$ cat src/rtl/match_pkg.sv
// Shared types and widths for the round/match sequencer.
package match_pkg;

  localparam int unsigned SCORE_W = 3;
  localparam int unsigned ROUND_W = 4;

  typedef enum logic [2:0] {
    ST_IDLE      = 3'd0,
    ST_PLAY      = 3'd1,
    ST_RESULT    = 3'd2,
    ST_RESET     = 3'd3,
    ST_MATCH_END = 3'd4
  } match_state_t;

  // Increment a round-win score, holding at the match limit.
  function automatic logic [SCORE_W-1:0] score_inc(input logic [SCORE_W-1:0] score,
                                                   input logic [SCORE_W-1:0] limit);
    return (score >= limit) ? score : score + SCORE_W'(1);
  endfunction

endpackage

$ cat src/rtl/pulse_timer.sv
// Loadable down-counter; done_c flags the final counted cycle.
module pulse_timer #(
  parameter int unsigned W = 4
) (
  input  logic         clk,
  input  logic         rstn,
  input  logic         load,
  input  logic [W-1:0] load_val,
  output logic         done_c
);

  logic [W-1:0] count;

  always_ff @(posedge clk or negedge rstn) begin
    if (!rstn) begin
      count <= '0;
    end else if (load) begin
      count <= load_val;
    end else if (count != '0) begin
      count <= count - W'(1);
    end
  end

  // A load of N keeps the owning state active for exactly N cycles.
  assign done_c = (count <= W'(1));

endmodule

$ cat src/rtl/match_ctrl.sv
// Round/match sequencer: scores rounds, holds results, soft-resets the game
// controller between rounds and declares a champion.
module match_ctrl
  import match_pkg::*;
#(
  parameter int unsigned WIN_ROUNDS  = 3,
  parameter int unsigned HOLD_CYCLES = 200_000_000,
  parameter int unsigned RST_CYCLES  = 4
) (
  input  logic               clk,
  input  logic               rstn,
  input  logic               game_start,
  input  logic               game_over,
  input  logic               p1_win,
  input  logic               match_restart,
  output logic               game_reset,
  output logic [SCORE_W-1:0] p1_score,
  output logic [SCORE_W-1:0] p2_score,
  output logic [ROUND_W-1:0] round_num,
  output logic               match_over,
  output logic               p1_champion
);

  localparam int unsigned HOLD_W = $clog2(HOLD_CYCLES + 1);
  localparam int unsigned RSTC_W = $clog2(RST_CYCLES + 1);
  localparam logic [SCORE_W-1:0] WIN_SCORE = SCORE_W'(WIN_ROUNDS);
  localparam logic [ROUND_W-1:0] ROUND_MAX = {ROUND_W{1'b1}};
  localparam logic [ROUND_W-1:0] ROUND_FIRST = ROUND_W'(1);

  match_state_t state, state_next;

  logic               go_prev, mr_prev;
  logic               go_rise_c, mr_rise_c, abort_c;
  logic               hold_load_c, hold_done_c, rst_load_c, rst_done_c;
  logic [SCORE_W-1:0] p1_next_c, p2_next_c, win_next_c;
  logic               match_won_c;

  logic               game_reset_d, match_over_d, p1_champion_d;
  logic [SCORE_W-1:0] p1_score_d, p2_score_d;
  logic [ROUND_W-1:0] round_num_d;

  assign go_rise_c   = game_over & ~go_prev;
  assign mr_rise_c   = match_restart & ~mr_prev;
  assign abort_c     = mr_rise_c && (state != ST_RESET);
  assign p1_next_c   = score_inc(p1_score, WIN_SCORE);
  assign p2_next_c   = score_inc(p2_score, WIN_SCORE);
  assign win_next_c  = p1_win ? p1_next_c : p2_next_c;
  assign match_won_c = (win_next_c == WIN_SCORE);

  // Timers are only (re)loaded on entry to their state.
  assign hold_load_c = (state_next == ST_RESULT) && (state != ST_RESULT);
  assign rst_load_c  = (state_next == ST_RESET) && (state != ST_RESET);

  pulse_timer #(.W(HOLD_W)) u_hold_timer (
    .clk      (clk),
    .rstn     (rstn),
    .load     (hold_load_c),
    .load_val (HOLD_W'(HOLD_CYCLES)),
    .done_c   (hold_done_c)
  );

  pulse_timer #(.W(RSTC_W)) u_rst_timer (
    .clk      (clk),
    .rstn     (rstn),
    .load     (rst_load_c),
    .load_val (RSTC_W'(RST_CYCLES)),
    .done_c   (rst_done_c)
  );

  always_ff @(posedge clk or negedge rstn) begin
    if (!rstn) state <= ST_IDLE;
    else       state <= state_next;
  end

  always_comb begin
    state_next = state;
    case (state)
      ST_IDLE: begin
        if (abort_c)         state_next = ST_RESET;
        else if (game_start) state_next = ST_PLAY;
      end
      ST_PLAY: begin
        if (abort_c)          state_next = ST_RESET;
        else if (go_rise_c)   state_next = match_won_c ? ST_MATCH_END : ST_RESULT;
        else if (!game_start) state_next = ST_IDLE;
      end
      ST_RESULT: begin
        if (abort_c || hold_done_c) state_next = ST_RESET;
      end
      ST_RESET: begin
        if (rst_done_c) state_next = ST_IDLE;
      end
      ST_MATCH_END: begin
        if (abort_c) state_next = ST_RESET;
      end
      default: state_next = ST_IDLE;
    endcase
  end

  // Next values of the registered outputs; restart outranks scoring.
  always_comb begin
    game_reset_d  = (state_next == ST_RESET);
    p1_score_d    = p1_score;
    p2_score_d    = p2_score;
    round_num_d   = round_num;
    match_over_d  = match_over;
    p1_champion_d = p1_champion;
    if (abort_c) begin
      p1_score_d    = '0;
      p2_score_d    = '0;
      round_num_d   = ROUND_FIRST;
      match_over_d  = 1'b0;
      p1_champion_d = 1'b0;
    end else if ((state == ST_PLAY) && go_rise_c) begin
      if (p1_win) p1_score_d = p1_next_c;
      else        p2_score_d = p2_next_c;
      if (match_won_c) begin
        match_over_d  = 1'b1;
        p1_champion_d = p1_win;
      end
    end else if ((state == ST_RESULT) && hold_done_c) begin
      round_num_d = (round_num == ROUND_MAX) ? round_num : round_num + ROUND_W'(1);
    end
  end

  // A game_over level held across RESET must never count as a new edge.
  always_ff @(posedge clk or negedge rstn) begin
    if (!rstn) begin
      go_prev     <= 1'b0;
      mr_prev     <= 1'b1;
      game_reset  <= 1'b0;
      p1_score    <= '0;
      p2_score    <= '0;
      round_num   <= ROUND_FIRST;
      match_over  <= 1'b0;
      p1_champion <= 1'b0;
    end else begin
      go_prev     <= (state_next == ST_RESET) ? 1'b1 : game_over;
      mr_prev     <= match_restart;
      game_reset  <= game_reset_d;
      p1_score    <= p1_score_d;
      p2_score    <= p2_score_d;
      round_num   <= round_num_d;
      match_over  <= match_over_d;
      p1_champion <= p1_champion_d;
    end
  end

endmodule

$ cat config.mk
export PLATFORM = sky130hd
export DESIGN_NAME = match_ctrl
export DESIGN_NICKNAME = d
export VERILOG_FILES = /design/src/rtl/match_pkg.sv /design/src/rtl/pulse_timer.sv /design/src/rtl/match_ctrl.sv
export SDC_FILE = /design/constraint.sdc
export NUM_CORES = 1
export LEC_CHECK = 0
export BUFFER_PORTS_ARGS = -buffer_cell sky130_fd_sc_hd__buf_2
export CORE_MARGIN = 3
export CORE_UTILIZATION = 30
export DETAILED_ROUTE_END_ITERATION = 12
export PLACE_DENSITY = 0.57
export SETUP_SLACK_MARGIN = 0.05
export SLEW_MARGIN = 20
export SYNTH_ARGS = -nofsm -noshare
export SYNTH_HDL_FRONTEND = slang
export SYNTH_HIERARCHICAL = 1
export SYNTH_SLANG_ARGS = --single-unit
$ cat constraint.sdc
create_clock -name clk -period 4.6 [get_ports clk]
set_input_delay 0.46 -clock clk [delete_from_list [all_inputs] [get_ports clk]]
set_output_delay 0.46 -clock clk [all_outputs]
set_load 0.01 [all_outputs]
==> flow_summary.yaml, run 1 <==
run_status:
  status: "complete, no violations"
placement:
  dpl.hpwl_um: 4420
  gp_congestion: 0.796
  numPortBuffers: 18
  dp.cells: 495
setup_path:
  crit_required_ns: 4.80
  max_stage_delay_ns: 0.53
  cp-start-kind: "register"
  arrival_ns: 4.01
  critPathSlowestCell: "o211a_1"
  crit_type: "reg -> reg"
  endpoint_kind: "register"
  critPathMaxFanout: 20
  path_cells: "nor4_4 -> nand3_2 -> nor3_1 -> mux2i_1 -> a21oi_1 -> a31oi_1 -> o211a_1 -> clkinv_1 -> nand2_1 -> nor3_2 -> buf_4 -> nor2_1 -> o221a_1"
global_route:
  grt_pass1_vias: 2270
  grt_max_degree: 50
  grt_pass1_wl_um: 11300
  antenna_found_initial: 0
  grt_use_total_pct: 12.1
  overflow: 0
clocking:
  cts_setup_buffers: 0
  clock-sinks: 49
  cts_hold_buf: 0
  cts-root-buf: "clkbuf_8"
  cts_resized: 0
  numCtsBuffers: 5
  cts_tree: "done"
  cts.clk_slew.worst_paths_ns: 0.10
  clkLatencyLatePin_ns: 0.30
  cts_buffer_depth: 2
  htreeDepth: 2
floorplanning:
  fp.dieW_um: 106
  ioPinCount: 19
  chipHeight_um: 106
  rows: 35
  die_area_um2: 11300
  start_util_pct: 31.7
  core_area_um2: 9500
logic_synthesis:
  synth_area_per_cell_um2: 9.21
  synth_top_area_cell: "dfrtp_1"
  ys_async_sr_fraction_pct: 100
  syn-cell-area_um2: 3010
  synth_top_area_share_pct: 39.1
  synth_ff_type: "dfrtp_1"
  synth_cells: 327
  synth-seq-cells: 49
  synthDistinctLibCells: 62
  synth_common_cells: "dfrtp_1 (47), nor2_1 (40), nand2_1 (21)"
  synth_edf_count: 0
  synth_most_common_cell: "dfrtp_1"
  yosysWarnings: 6
  yosysSeqAreaShare_pct: 40.8
  yosys-top-cells-area: "dfrtp_1 (39%), nor2_1 (5.0%), ha_1 (3.7%)"
routing:
  wl_um: 6440
  drtPass1Iterations: 4
  avgViaCountPerCell: 4.87
  drc_errors: 0
  drt_iter0_drc: 160
  ant_nets: 0
  vias: 2451
  wl_per_cell_um: 12.8
timing:
  slew_headroom_pct: 50.6
  drv_slew: 0
  fin_crit_ns: 3.82
  fin_worst_skew_ns: 0.00388
  setup_viol: 0
  rsz0062_at_grt: "false"
  tightestPinTransition_ns: 0.738
  hold_violations: 0
  fmax_mhz: 262
  finalSetupTns_ns: 0
  fin_crit_sh_pct: 82.9
  hold_slack_ns: 0.262
power:
  ir_drop_mv: 0.221
  leakagePower_nw: 1.43
  p_per_area_nw_per_um2: 564
finish:
  syn_to_final_growth_pct: 14.4
  final_cell_count_no_fill: 503
  layout-drive-gt1-share_pct: 14.2
  final_util_pct: 36.3
  antennaDiodeCount: 0
  nets: 388
flow_run:
  cap_viol_max_count: 0
hold_path:
  worstHoldPathType: "in -> async"
==> logic make-up (layout without fill, tap and decap cells) <==
group                    count (synthesis)  count (layout)  share of synthesized area (%)
flip-flops                              49              49                           40.8
adder cells (fa/ha/maj)                  9               9                           3.74
XOR/XNOR                                15              15                           4.36
AO/OA/AOI/OAI                           71              71                           16.0
multiplexers                             5               5                           1.66
buffers and inverters                   25              43                           3.78
AND/OR/NAND/NOR                        151             151                           29.4
other                                    2              31                          0.249
==> critical path, delay by kind of cell, from the launching register on <==
family	cells	cell delay [ns]
AOI/OAI and AO/OA	4	1.02
buffers and inverters	2	0.39
DFF	1	0.45
muxes	1	0.13
and+or+nand+nor	6	1.72
==> area by class of cell <==
cell class              instances  area, um^2
multi-input cells             282        1780
flip-flops and latches         49        1230
clock inverters                 1        8.76
inverters                      12        45.0
repair buffers                 23         128
clock buffers                   7        96.3
fillers                       982        6060
well taps                     129         161
==> final timing paths <==
path | slack (ns) | start | cells past startpoint | end
min in group clk | 0.27 | match_restart | 1 | mr_prev
setup reg to reg | 0.78 | u_hold_timer/count[10] | 13 | u_hold_timer/count[4]
max in group asynchronous | 3.91 | rstn | 2 | u_hold_timer/count[5]
hold reg to reg | 0.53 | match_over | 2 | match_over
setup / recovery | 0.78 | u_hold_timer/count[10] | 13 | u_hold_timer/count[4]
hold / removal | 0.26 | rstn | 2 | p2_score[2]
==> power breakdown <==
part	internal, mW	leakage (nW)	switching, mW
clock network	0.139	0.0549	0.155
registers	0.594	0.582	0.215
logic	0.385	0.791	0.455
==> routing by layer <==
| layer | part of all wire (%) | up-vias | global-route usage, % |
|---|---|---|---|
| li1 | - | 1242 | - |
| met1 | 50 | 1164 | 16.8 |
| met3 | 3.1 | 5 | 1.64 |
| met2 | 46 | 40 | 19.7 |
| met4 | 1.4 | 0 | 3.61 |
| met5 | 0 | - | 0 |
==> cells in the final DEF, fill, tap and decap left out, types with 3 or more instances in the layout <==
cell type  synthesis  routed
a31oi_1            4       4
mux2i_1            5       5
or3_1              4       4
o21ai_0            8       8
o31ai_1            3       3
o21a_1             4       4
and3b_1            3       3
xor2_1             3       3
nor3_1            20      20
nand2_1           21      21
nand3_1           10      10
nor2b_1            6       6
inv_1             11      11
dfrtp_1           47      47
clkbuf_8           0       7
nand4_1            5       5
and3_1             3       3
nor4b_1            3       3
ha_1               9       9
a211oi_1           4       4
buf_4              0       5
xnor2_1           12      12
o21ai_1            8       8
a21oi_1           19      19
nor2_1            40      40
nand2b_1           6       6
o221a_1            3       3
buf_2              4      18
conb_1             2      31
a311oi_1           3       3
a211oi_2           3       3
nor3b_1            3       3
nor4_1             3       3
nor4_2             6       6
==> sequential cells by signal, summed over array words and instances, names as in the netlist <==
| signal | flops |
|---|---|
| p1_score | 3 |
| p1_champion | 1 |
| go_prev | 1 |
| match_over | 1 |
| state | 3 |
| u_rst_timer/count | 3 |
| mr_prev | 1 |
| p2_score | 3 |
| u_hold_timer/count | 28 |
| game_reset | 1 |
| round_num | 4 |
==> per-stage QoR <==
stage | area, um^2 | total power, mW | worst slack (ns)
after floorplan | 3120 | 1.48 | 1.60
after global placement | 3340 | 1.64 | 0.850
after detailed placement | 3340 | 1.66 | 0.765
after CTS | 3450 | 1.97 | 0.737
after global routing | 3450 | 2.12 | 0.377
final | 3450 | 1.94 | 0.785
No activity file was read; power rests on OpenSTA's default activity.
==> run 2: changes to the inputs <==
Settings changed: ABC_AREA set to 1, PLACE_DENSITY 0.57 to 0.59.
Clock period 4.6 ns to 3.08 ns, I/O delays scaled along.
==> run 2 against run 1 <==
  * The run now ends with hold timing left
  * Register-to-register slack lost 0.40 ns
  * Final area grew 13%
  * Clock skew grew 0.0066 ns
  * First-iteration DRC count shrank 14%
  * Die area grew 12%
  * Clock power grew 92%
  * Core utilization shrank 0.70 points
  * Largest cell class unchanged
  * Largest power group unchanged
  * Highest routed layer unchanged
==> flow_summary.yaml, run 2 <==
run_status:
  status: "finished with violations"
  violations: "hold timing"
clocking:
  cts_buffer_depth: 2
  clock-sinks: 49
  cts-root-buf: "clkbuf_16"
  numCtsBuffers: 5
  cts_setup_buffers: 0
  cts_resized: 0
  cts.clk_slew.worst_paths_ns: 0.07
  cts_hold_buf: 0
  htreeDepth: 2
  clkLatencyLatePin_ns: 0.29
  cts_tree: "done"
finish:
  fill_cells: 1171
  final_common_cell: "nand2_1"
  syn_to_final_growth_pct: 14.9
  top_register: "u_hold_timer/count"
  top_regs: "u_hold_timer/count: 28 flops, round_num: 4 flops"
  final_cell_mix: "nand2_1 (127), nor2_1 (92), inv_1 (60)"
  layout-drive-gt1-share_pct: 13.5
  final-seq-area_um2: 1230
  final_util_pct: 35.6
  antennaDiodeCount: 0
  largest_reg_flops: 28
  nets: 561
  multi_input_area_um2: 1970
logic_synthesis:
  synth_ff_type: "dfrtp_1"
  synth_most_common_cell: "nand2_1"
  synth_common_cells: "nand2_1 (127), nor2_1 (92), inv_1 (60)"
  synth_top_area_cell: "dfrtp_1"
  synth_top_family_by_area: "simple AND/OR/NAND/NOR gates"
  synth-seq-cells: 49
  yosysWarnings: 6
  synth_mux_area_share_pct: 0.296
  synth_top_area_share_pct: 34.8
  synthAdderAreaFrac_pct: 3.33
  synthDistinctLibCells: 37
  yosys-top-cells-area: "dfrtp_1 (35%), nand2_1 (14%), nor2_1 (10%)"
  synthXorXnorAreaFrac_pct: 1.81
  yosysSeqAreaShare_pct: 36.3
  yosys.area_share.simple_pct: 41.2
  synth-compound-area-share_pct: 8.02
  ys_async_sr_fraction_pct: 100
  syn-cell-area_um2: 3380
  synth_area_per_cell_um2: 6.81
  synth_edf_count: 0
  synth_cells: 497
routing:
  avgViaCountPerCell: 4.49
  ant_nets: 0
  vias: 3084
  drtPass1Iterations: 4
  drt_iter0_drc: 138
  drc_errors: 0
  wl_per_cell_um: 11.2
  wl_um: 7680
setup_path:
  crit_required_ns: 3.26
  max_stage_delay_ns: 0.43
  crit_type: "reg -> reg"
  crit_start: "u_hold_timer/count[12]"
  cp-start-kind: "register"
  crit_buf_inv: 3
  arrival_ns: 2.88
  critPathSlowestCell: "dfrtp_1"
  endpoint_kind: "register"
  rrSetupSlack_ns: 0.38
  rr_startpoint: "u_hold_timer/count[12]"
  r2r-end: "u_hold_timer/count[23]"
  crit_family: "simple AND/OR/NAND/NOR gates"
  path_cells: "nor2_2 -> nand2_2 -> nor2_8 -> nand2_4 -> nor3_1 -> nand2_1 -> nand2_1 -> nor2_1 -> nand2_1 -> inv_2 -> nand2_1 -> nor2_1 -> inv_2 -> and3_2 -> nand3_4 -> nor2_8 -> nor2_1 -> nand2_1 -> inv_1"
  reg2reg_depth: 19
  critPathMaxFanout: 18
  critical_path.most_common_cell: "nand2_1"
floorplanning:
  fp.dieW_um: 112
  die_area_um2: 12600
  ioPinCount: 19
  start_util_pct: 30.9
  rows: 38
  core_area_um2: 10900
  chipHeight_um: 112
timing:
  fin_crit_sh_pct: 87.6
  slew_headroom_pct: 62.8
  fin_crit_ns: 2.70
  fmax_mhz: 371
  finalSetupTns_ns: 0
  setup_viol: 0
  tightestPinTransition_ns: 0.558
  hold_violations: 2
  fin_worst_skew_ns: 0.0105
  rsz0062_at_grt: "false"
  drv_slew: 0
  hold_slack_ns: -0.00464
global_route:
  grt_pass1_wl_um: 13800
  grt_pass1_vias: 3059
  overflow: 0
  antenna_found_initial: 0
  grt_max_degree: 43
  grt_use_total_pct: 13.0
power:
  ir_drop_mv: 0.381
  leakagePower_nw: 2.02
  p_per_area_nw_per_um2: 897
placement:
  gp_congestion: 0.859
  numPortBuffers: 18
  dpl.hpwl_um: 5730
hold_path:
  worstHoldPathType: "in -> async"
flow_run:
  cap_viol_max_count: 0
## run 2: worst max path at each step
| stage | cells past startpoint | slack (ns) | end |
|---|---|---|---|
| after floorplan | 21 | 0.54 | u_hold_timer/count[26] |
| after global placement | 19 | 0.46 | u_hold_timer/count[19] |
| after detailed placement | 19 | 0.40 | u_hold_timer/count[25] |
| after CTS | 19 | 0.37 | u_hold_timer/count[20] |
| after global routing | 19 | 0.1 | u_hold_timer/count[23] |
| final | 19 | 0.38 | u_hold_timer/count[23] |
## run 2: power breakdown
part	internal [mW]	switching [mW]
sequential	0.911	0.283
combinational	0.622	1.11
clock	0.323	0.241
## run 2: layout make-up
class                      count  area share, %
clock buffer                   6           3.57
inverter                      67           6.47
timing repair buffer          21           2.96
sequential                    49           31.6
tap                          140           4.50
multi-input combinational    402           50.5
clock inverter                 2          0.354
## run 2: logic make-up (layout without fill, tap and decap cells)
| kind of cell | Yosys count | count (layout) |
|---|---|---|
| and+or+nand+nor | 302 | 302 |
| buffers and inverters | 75 | 96 |
| AOI/OAI and AO/OA | 52 | 52 |
| DFF | 49 | 49 |
| adders and majority gates | 9 | 9 |
| xor gates and xnor gates | 7 | 7 |
| other | 2 | 31 |
| muxes | 1 | 1 |
## run 2: per-stage QoR
step,std cells,area [um^2],hold WS (ns),worst slack [ns],total power [mW]
2_1_floorplan,526,3490,0.0124,0.544,2.53
3_3_place_gp,679,3730,0.424,0.461,2.88
3_5_place_dp,679,3730,0.425,0.399,2.93
4_1_cts,687,3890,0.111,0.373,3.52
5_1_grt,687,3890,0.0441,0.0987,3.90
6_report,687,3890,-0.00464,0.383,3.49
## run 2: per-layer routing
metal / routed length (um) / part of all wire (%) / track usage (%) / vias up
met5: 0 / 0 / 0 / -
met4: 127 / 1.7 / 3.93 / 0
met3: 265 / 3.4 / 2.37 / 11
met2: 3700 / 48 / 22.4 / 46
met1: 3590 / 47 / 16.6 / 1408
li1: - / - / - / 1619
==> run 3: changes to the inputs <==
Settings changed: BUFFER_PORTS_ARGS -buffer_cell sky130_fd_sc_hd__buf_2 to unset, DONT_BUFFER_PORTS set to 1, PLACE_DENSITY 0.59 to 0.57.
==> run 3 against run 2 <==
  * Combinational power is 2% lower
  * Via count down 2.5%
  * Clock-buffer cell count did not move
  * Routed wire length grew 1.7%
  * Clock skew down 0.0040 ns
  * Hold slack gained 0.12 ns
  * The flow now finishes without violations
  * Clock power grew 5.0%
  * Sequential power is essentially flat
  * Critical path type unchanged
  * Sequential share of layout area up 0.31 points
  * Power is essentially flat
  * Worst setup slack lost 0.052 ns
==> flow_summary.yaml, run 3 (same netlist as run 2, synthesis figures left out) <==
global_route:
  overflow: 0
  grt_pass1_wl_um: 13800
  grt_use_total_pct: 13.2
  grt_pass1_vias: 2976
  grt_max_degree: 50
  antenna_found_initial: 0
floorplanning:
  chipHeight_um: 112
  die_area_um2: 12600
  rows: 38
  core_area_um2: 10900
  start_util_pct: 30.9
  fp.dieW_um: 112
  ioPinCount: 19
power:
  leakagePower_nw: 1.96
  p_int_mw: 1.84
  switching_power_mw: 1.65
  p_comb_share_pct: 48.6
  p_total_mw: 3.49
  power.share.clock_pct: 17.0
  seq_power_share_pct: 34.5
  p_per_area_nw_per_um2: 905
  swShare_pct: 47.2
  ir_drop_mv: 0.500
routing:
  maxUsedRoutingLayer: "met4"
  avgViaCountPerCell: 4.47
  wl_per_cell_um: 11.6
  met3WireLength_um: 265
  route.met2.wl_um: 3640
  drtPass1Iterations: 5
  met1Wirelength_um: 3830
  wl_um: 7820
  drt_iter0_drc: 194
  ant_nets: 0
  drc_errors: 0
  vias: 3006
placement:
  gp_congestion: 0.854
  dp.cells: 660
  dpl.hpwl_um: 5730
  place_worst_setup_slack_ns: 0.369
  numPortBuffers: 0
hold_path:
  min_from: "game_over"
  worstHoldPathType: "in -> reg"
timing:
  drv_slew: 0
  rsz0062_at_grt: "true"
  setup_slack_ns: 0.331
  hold_violations: 0
  fin_worst_skew_ns: 0.00647
  fin_crit_sh_pct: 89.3
  fin_crit_ns: 2.75
  finalSetupTns_ns: 0
  fmax_mhz: 364
  hold_slack_ns: 0.112
  setup_viol: 0
clocking:
  cts.clk_slew.worst_paths_ns: 0.07
  cts-root-buf: "clkbuf_16"
  htreeDepth: 2
  cts_buffer_depth: 2
  numCtsBuffers: 5
  clock-sinks: 49
  clkLatencyLatePin_ns: 0.30
  cts_tree: "done"
finish:
  syn_to_final_growth_pct: 13.8
  final_common_cell: "nand2_1"
  largest_reg_flops: 28
  top_register: "u_hold_timer/count"
  final_cell_count_no_fill: 673
  final_cell_mix: "nand2_1 (127), nor2_1 (92), inv_1 (60)"
  antennaDiodeCount: 0
  nets: 547
  layout-drive-gt1-share_pct: 10.9
  top_regs: "u_hold_timer/count: 28 flops, round_num: 4 flops"
setup_path:
  critPathMaxFanout: 17
  cp-start-kind: "register"
  crit_type: "reg -> reg"
  rr_startpoint: "u_hold_timer/count[24]"
  crit_start: "u_hold_timer/count[24]"
  arrival_ns: 2.94
  endpoint_kind: "register"
  crit_required_ns: 3.27
flow_run:
  cap_viol_max_count: 0
run_status:
  status: "complete, no violations"
run 3: power groups by stage:
stage	combinational [mW]	clock, mW	sequential [mW]
finish	1.69	0.592	1.20
global route	2.00	0.627	1.25
CTS	1.70	0.604	1.20
detailed placement	1.67	0	1.21
global placement	1.64	0	1.21
floorplan	1.39	0	1.14
run 3: worst max-delay path: stages (launching register included):
cell	delay, ns
dfrtp_1	0.42
nor2_1	0.18
and3_1	0.32
nand2_1	0.10
nor3_1	0.25
nand2_1	0.10
nand2_1	0.08
nor2_1	0.04
nand2_1	0.12
inv_2	0.04
nand2_1	0.05
nor2_1	0.05
inv_2	0.06
and3_2	0.22
nand3_4	0.10
nor2_8	0.28
buf_4	0.17
a21oi_2	0.04
run 3: cell type report:
cell class / count / area [um^2]
Clock buffer: 6 / 139
Fill cell: 1182 / 7080
Multi-Input combinational cell: 402 / 1970
Tap cell: 140 / 175
Timing Repair Buffer: 7 / 77.6
Sequential cell: 49 / 1230
Inverter: 67 / 251
Clock inverter: 2 / 13.8
run 3: repair_timing:
action,4_1_cts,5_1_grt
gates resized for setup,0,0
endpoints found under the hold margin,50,0
endpoints found under the setup margin,0,5
hold buffers,3,0
buffers inserted,0,2
run 3: worst paths after layout:
check,endpoint,cells past startpoint,slack (ns)
setup / recovery,u_hold_timer/count[0],17,0.33
hold / removal,go_prev,2,0.11
setup reg to reg,u_hold_timer/count[0],17,0.33
hold reg to reg,u_rst_timer/count[1],2,0.48
max in group asynchronous,round_num[0],2,2.27
min in group asynchronous,u_hold_timer/count[27],2,0.52
run 3: metal layers:
layer / GRT usage, % / up-vias
li1: - / 1598
met1: 17.6 / 1366
met2: 22.1 / 36
met3: 2.64 / 6
met4: 3.29 / 0
met5: 0 / -
run 3: stage by stage:
stage / area, um^2 / util (%)
floorplan: 3490 / -
global placement: 3640 / 33.2
global route: 3850 / 35.2
detailed placement: 3640 / 33.2
finish: 3850 / 35.2
CTS: 3840 / 35.1
